$ cat src/rtl/add_scheduler.sv
// add_scheduler: round-robin arbiter sharing one multi-cycle add unit among N_REQ requesters.
// Revision 1.0 - initial release.
`default_nettype none

module add_scheduler #(
  parameter int N_REQ        = 4,
  parameter int WIDTH        = 3,
  parameter int RESULT_DELAY = 2
) (
  input  logic                   clk,
  input  logic                   reset,
  input  logic [N_REQ-1:0]       req_valid,
  output logic [N_REQ-1:0]       req_ready,
  input  logic [N_REQ*WIDTH-1:0] req_num1,
  input  logic [N_REQ*WIDTH-1:0] req_num2,
  output logic [N_REQ-1:0]       rsp_valid,
  output logic [WIDTH-1:0]       rsp_sum,
  output logic [WIDTH-1:0]       add_num1,
  output logic [WIDTH-1:0]       add_num2,
  output logic                   add_enable,
  input  logic                   add_done,
  input  logic [WIDTH-1:0]       add_sum,
  output logic                   busy,
  output logic [2:0]             grant_id
);

  localparam int CW = $clog2(RESULT_DELAY + 1);
  localparam logic [CW-1:0] SETTLE_LOAD = CW'(RESULT_DELAY - 1);

  typedef enum logic [2:0] {
    IDLE    = 3'd0,
    RUN     = 3'd1,
    SETTLE  = 3'd2,
    CAPTURE = 3'd3,
    RESPOND = 3'd4
  } state_t;

  state_t          state, state_n;
  logic [2:0]      ptr;
  logic [CW-1:0]   settle_cnt;
  logic            found;
  logic [2:0]      winner;
  logic [WIDTH-1:0] sel_num1, sel_num2;
  logic            accept;

  // Round-robin search starting at ptr; first valid requester in rotated order wins.
  always_comb begin
    found  = 1'b0;
    winner = 3'd0;
    for (int i = 0; i < N_REQ; i++) begin
      for (int j = 0; j < N_REQ; j++) begin
        if (!found && (j == (int'(ptr) + i) % N_REQ) && req_valid[j]) begin
          found  = 1'b1;
          winner = 3'(j);
        end
      end
    end
  end

  always_comb begin
    sel_num1 = '0;
    sel_num2 = '0;
    for (int j = 0; j < N_REQ; j++) begin
      if (3'(j) == winner) begin
        sel_num1 = req_num1[j*WIDTH +: WIDTH];
        sel_num2 = req_num2[j*WIDTH +: WIDTH];
      end
    end
  end

  // A stale done from the previous job blocks new grants until add has cleared it.
  assign accept = (state == IDLE) && !add_done && found;

  always_ff @(posedge clk) begin
    if (reset) begin
      state <= IDLE;
    end else begin
      state <= state_n;
    end
  end

  always_ff @(posedge clk) begin
    if (reset) begin
      ptr        <= 3'd0;
      grant_id   <= 3'd0;
      add_num1   <= '0;
      add_num2   <= '0;
      rsp_sum    <= '0;
      settle_cnt <= '0;
    end else begin
      if (accept) begin
        add_num1 <= sel_num1;
        add_num2 <= sel_num2;
        grant_id <= winner;
        ptr      <= (winner == 3'(N_REQ - 1)) ? 3'd0 : winner + 3'd1;
      end
      if (state == RUN && add_done) begin
        settle_cnt <= SETTLE_LOAD;
      end else if (state == SETTLE) begin
        settle_cnt <= settle_cnt - 1'b1;
      end
      if (state == CAPTURE) begin
        rsp_sum <= add_sum;
      end
    end
  end

  always_comb begin
    state_n    = state;
    req_ready  = '0;
    rsp_valid  = '0;
    add_enable = 1'b0;
    busy       = (state != IDLE);
    case (state)
      IDLE: begin
        if (accept) begin
          req_ready = N_REQ'(1) << winner;
          state_n   = RUN;
        end
      end
      RUN: begin
        add_enable = 1'b1;
        if (add_done) begin
          state_n = (RESULT_DELAY == 1) ? CAPTURE : SETTLE;
        end
      end
      SETTLE: begin
        // SETTLE occupies RESULT_DELAY-1 cycles; leave on the last one.
        if (settle_cnt <= CW'(1)) begin
          state_n = CAPTURE;
        end
      end
      CAPTURE: begin
        state_n = RESPOND;
      end
      RESPOND: begin
        rsp_valid = N_REQ'(1) << grant_id;
        state_n   = IDLE;
      end
      default: begin
        state_n = IDLE;
      end
    endcase
  end

endmodule

`default_nettype wire

$ cat config.mk
export PLATFORM = sky130hd
export DESIGN_NAME = add_scheduler
export DESIGN_NICKNAME = d
export VERILOG_FILES = /design/src/rtl/add_scheduler.sv
export SDC_FILE = /design/constraint.sdc
export NUM_CORES = 1
export LEC_CHECK = 0
export CORE_MARGIN = 4
export CORE_UTILIZATION = 35
export CTS_CLUSTER_SIZE = 30
export DETAILED_ROUTE_END_ITERATION = 8
export GPL_TIMING_DRIVEN = 0
export PLACE_DENSITY_LB_ADDON = 0.15
export SYNTH_ARGS = -nofsm -noshare
export SYNTH_HDL_FRONTEND = slang
export SYNTH_SLANG_ARGS = --single-unit
export TNS_END_PERCENT = 5
$ cat constraint.sdc
create_clock -name clk -period 3.1 [get_ports clk]
set_input_delay 0.93 -clock clk [delete_from_list [all_inputs] [get_ports clk]]
set_output_delay 0.93 -clock clk [all_outputs]
set_load 0.01 [all_outputs]
==> metrics.cfg <==
[outcome]
status=completed

[synth]
synthAdderAreaFrac_pct=5.46
ys_async_sr_fraction_pct=0
syn_nets=185
muxShareOfSynthArea_pct=2.62
synth_compound_area_share_pct=24.6
syn_inst=146
syn_area_um2=1150
synth_top_family_by_area=simple AND/OR/NAND/NOR gates
yosys_warnings=0
synth_xor_area_share_pct=0
ys_seq_area_share_pct=31.4
ys.flop_type=dfxtp_1
synth-seq-cells=18
synth_edf_count=0
synthSimpleGateAreaFrac_pct=27.2
synth_cell_types=35
syn_area_per_cell_um2=7.85

[critical_path]
startpoint_type=primary input
critPathRequiredTime_ns=2.17
cp_slowest_cell=o32ai_4
critPathKind=primary input to output port
rr_endpoint=add_num1[0]
cpMostUsedCell=buf_6
reg2reg_depth=10
worstPathArrival_ns=2.15
worst-r2r-setup-slack_ns=0.81
crit_fanout=4
critPathMaxStageDelay_ns=0.33
cp-end-kind=output port
worstReg2RegStart=ptr[1]
cp_cell_sequence=buf_6 -> nand2b_4 -> a21oi_2 -> o32ai_4 -> inv_2 -> buf_6 -> ha_4 -> and2_4 -> buf_6

[route]
drt-initial-drc-count=64
route.detailed.drc=0
dr_total_vias=1301
wl_per_cell_um=13.8
drtAntennaViolNets=0
firstDrtPassIters=4
avgViaCountPerCell=5.12
finalWirelength_um=3510

[power]
switchingPower_w=0.000235
p_per_area_nw_per_um2=369
p_leak_nw=0.813
clock_power_share_pct=19.8
vdd_ir_drop_max_v=0.000269
p_int_w=0.000494
seqPwrFrac_pct=36.7
total_power_w=0.000729
p_comb_share_pct=43.4
netSwitchingFraction_pct=32.2

[global_route]
met2_usage_pct=30.1
antenna_found_initial=0
grt_pass1_wl_um=5610
grt_util_met1_pct=18.5
grt_pass1_vias=1309
grt_overflow=0
grt_max_degree=13
grt.busiest_layer=met2
grt_usage_pct=16.5
grtUsageMet3_pct=4.44

[worst_hold_path]
hold_depth=2
min_from=add_num1[2]
hold_class=flip-flop to flip-flop
hold_end=add_num1[2]

[placement]
placed_cell_area_um2=1740
port_buffers=53
hpwlAfterDp_um=2560
post-place-cells=243
place_ws_ns=-1.19
globalplace.congestion=0.803

[clocking]
clkSinkCount=18
clock_latency_ns=0.29
cts_root_buf=clkbuf_4
cts_made_buffers=3
cts_hold_buf=0
clk_pin_slew_worst_paths_ns=0.10
htreeDepth=1
cts_buffer_depth=2
cts_tree=yes

[layout]
fin_nets=250
instances_no_fill=254
stdcell_area_um2=1980
fill_cells=293
area_delta_synth_final_pct=72.4
final_layout_size_suffix_gt1_share_pct=25.7
n_antenna_cell=0

[floorplan]
num_rows=20
die_w_um=65.2
core-area_um2=3100
io_pins=56
die_h_um=65.2
die-area_um2=4250
start_util_pct=36.9

[sta]
timing.fmax_mhz=325
setup_viol=0
period_needed_ns=3.08
fin_crit_sh_pct=99.2
setup_tns_ns=0
hold_viol=0
grt_setup_unrepaired=true
maxSlewViolCount=0
clock-skew-final_ns=0.00841
fin_ws_ns=0.0243

[job]
maxCapViolCount=0

per-stage QoR:
step	util [%]	hold WS, ns
2_1_floorplan	-	0.486
3_3_place_gp	56.1	0.475
3_5_place_dp	56.1	0.483
4_1_cts	63.7	0.501
5_1_grt	63.7	0.525
6_report	63.7	0.505
how the worst max path moves through the flow:
stage | cells after the start | slack [ns] | end | start
4_1_cts | 9 | -0.07 | req_ready[2] | req_valid[0]
3_3_place_gp | 9 | -1.13 | req_ready[2] | req_valid[2]
5_1_grt | 9 | -0.03 | req_ready[2] | req_valid[1]
6_report | 9 | 0.02 | req_ready[2] | req_valid[1]
2_1_floorplan | 7 | -0.009 | req_ready[2] | req_valid[0]
3_5_place_dp | 8 | -1.19 | req_ready[1] | req_valid[1]
layout make-up:
type,instances,area [µm²],share of cell area (%)
timing repair buffer,63,604,30.6
clock buffer,4,36.3,1.84
sequential,18,360,18.2
multi-input combinational,108,832,42.1
buffer,6,46.3,2.34
inverter,11,41.3,2.09
tap,44,55.1,2.79
layer usage:
| metal | vias up | wire [µm] |
|---|---|---|
| met3 | 10 | 214 |
| met5 | - | 0 |
| li1 | 638 | - |
| met1 | 608 | 1460 |
| met2 | 45 | 1750 |
| met4 | 0 | 81 |
synthesized netlist by cell type (2+ instances only):
cell	instances	area (µm²)
a221oi_1	2	17.5
nand2b_1	2	12.5
mux2i_1	3	30.0
clkbuf_1	4	15.0
or3_4	2	22.5
a211oi_1	2	15.0
nand3b_1	3	22.5
ha_1	5	62.6
nor2_1	20	75.1
nor3b_1	3	22.5
dfxtp_1	18	360
nor3_1	9	45.0
buf_2	2	10.0
buf_6	2	22.5
and2_1	5	31.3
nor2b_1	3	18.8
a21oi_1	17	85.1
o21ai_0	7	35.0
a221oi_2	4	60.1
inv_1	11	41.3
nand2_1	8	30.0
kinds of logic after synthesis:
logic type | after synthesis
and+or+nand+nor | 60
AOI/OAI and AO/OA | 39
buffers and inverters | 20
DFF | 18
adders and majority gates | 5
muxes | 3
other | 1
cell usage in the layout, fill, tap and decap left out, types with 2 or more instances in the layout:
cell type	count
buf_4	10
and2_1	4
a21oi_2	4
ha_4	4
nand2_1	8
a21oi_1	14
dfxtp_1	18
inv_1	10
nor3_1	7
a221oi_2	4
nor2_1	19
nand3b_1	3
mux2i_1	3
or3_4	2
buf_2	5
clkbuf_4	3
buf_6	7
clkdlybuf4s50_1	44
a211oi_1	2
nor3_2	2
nor2b_4	2
o21ai_0	7
nor3b_1	2
a221oi_1	2
registers in the layout, indices dropped and copies added, names as in the netlist:
name	flops
settle_cnt	2
add_num1	3
rsp_sum	3
ptr	2
add_num2	3
state	3
grant_id	2
power groups by stage:
stage | combinational [W] | sequential [W] | clock [W]
global placement | 0.000249 | 0.000269 | 0
floorplan | 0.000140 | 0.000272 | 0
detailed placement | 0.000254 | 0.000270 | 0
finish | 0.000317 | 0.000268 | 0.000145
CTS | 0.000313 | 0.000268 | 0.000148
global route | 0.000344 | 0.000272 | 0.000164
repair_timing:
| item | in CTS | in global routing |
|---|---|---|
| buffers inserted | 11 | 0 |
| gates cloned | 0 | 0 |
| setup endpoints to repair | 5 | 5 |
| pin swaps | 10 | 5 |
| endpoints found under the hold margin | 0 | 0 |
| resized for setup | 67 | 10 |
worst max-delay path: cells and delay by family:
family | cells | cell delay [ns]
fa+ha+maj | 1 | 0.15
compound gates | 2 | 0.37
simple gates | 2 | 0.25
buf+inv | 4 | 0.42
No activity file was read; power rests on OpenSTA's default activity.
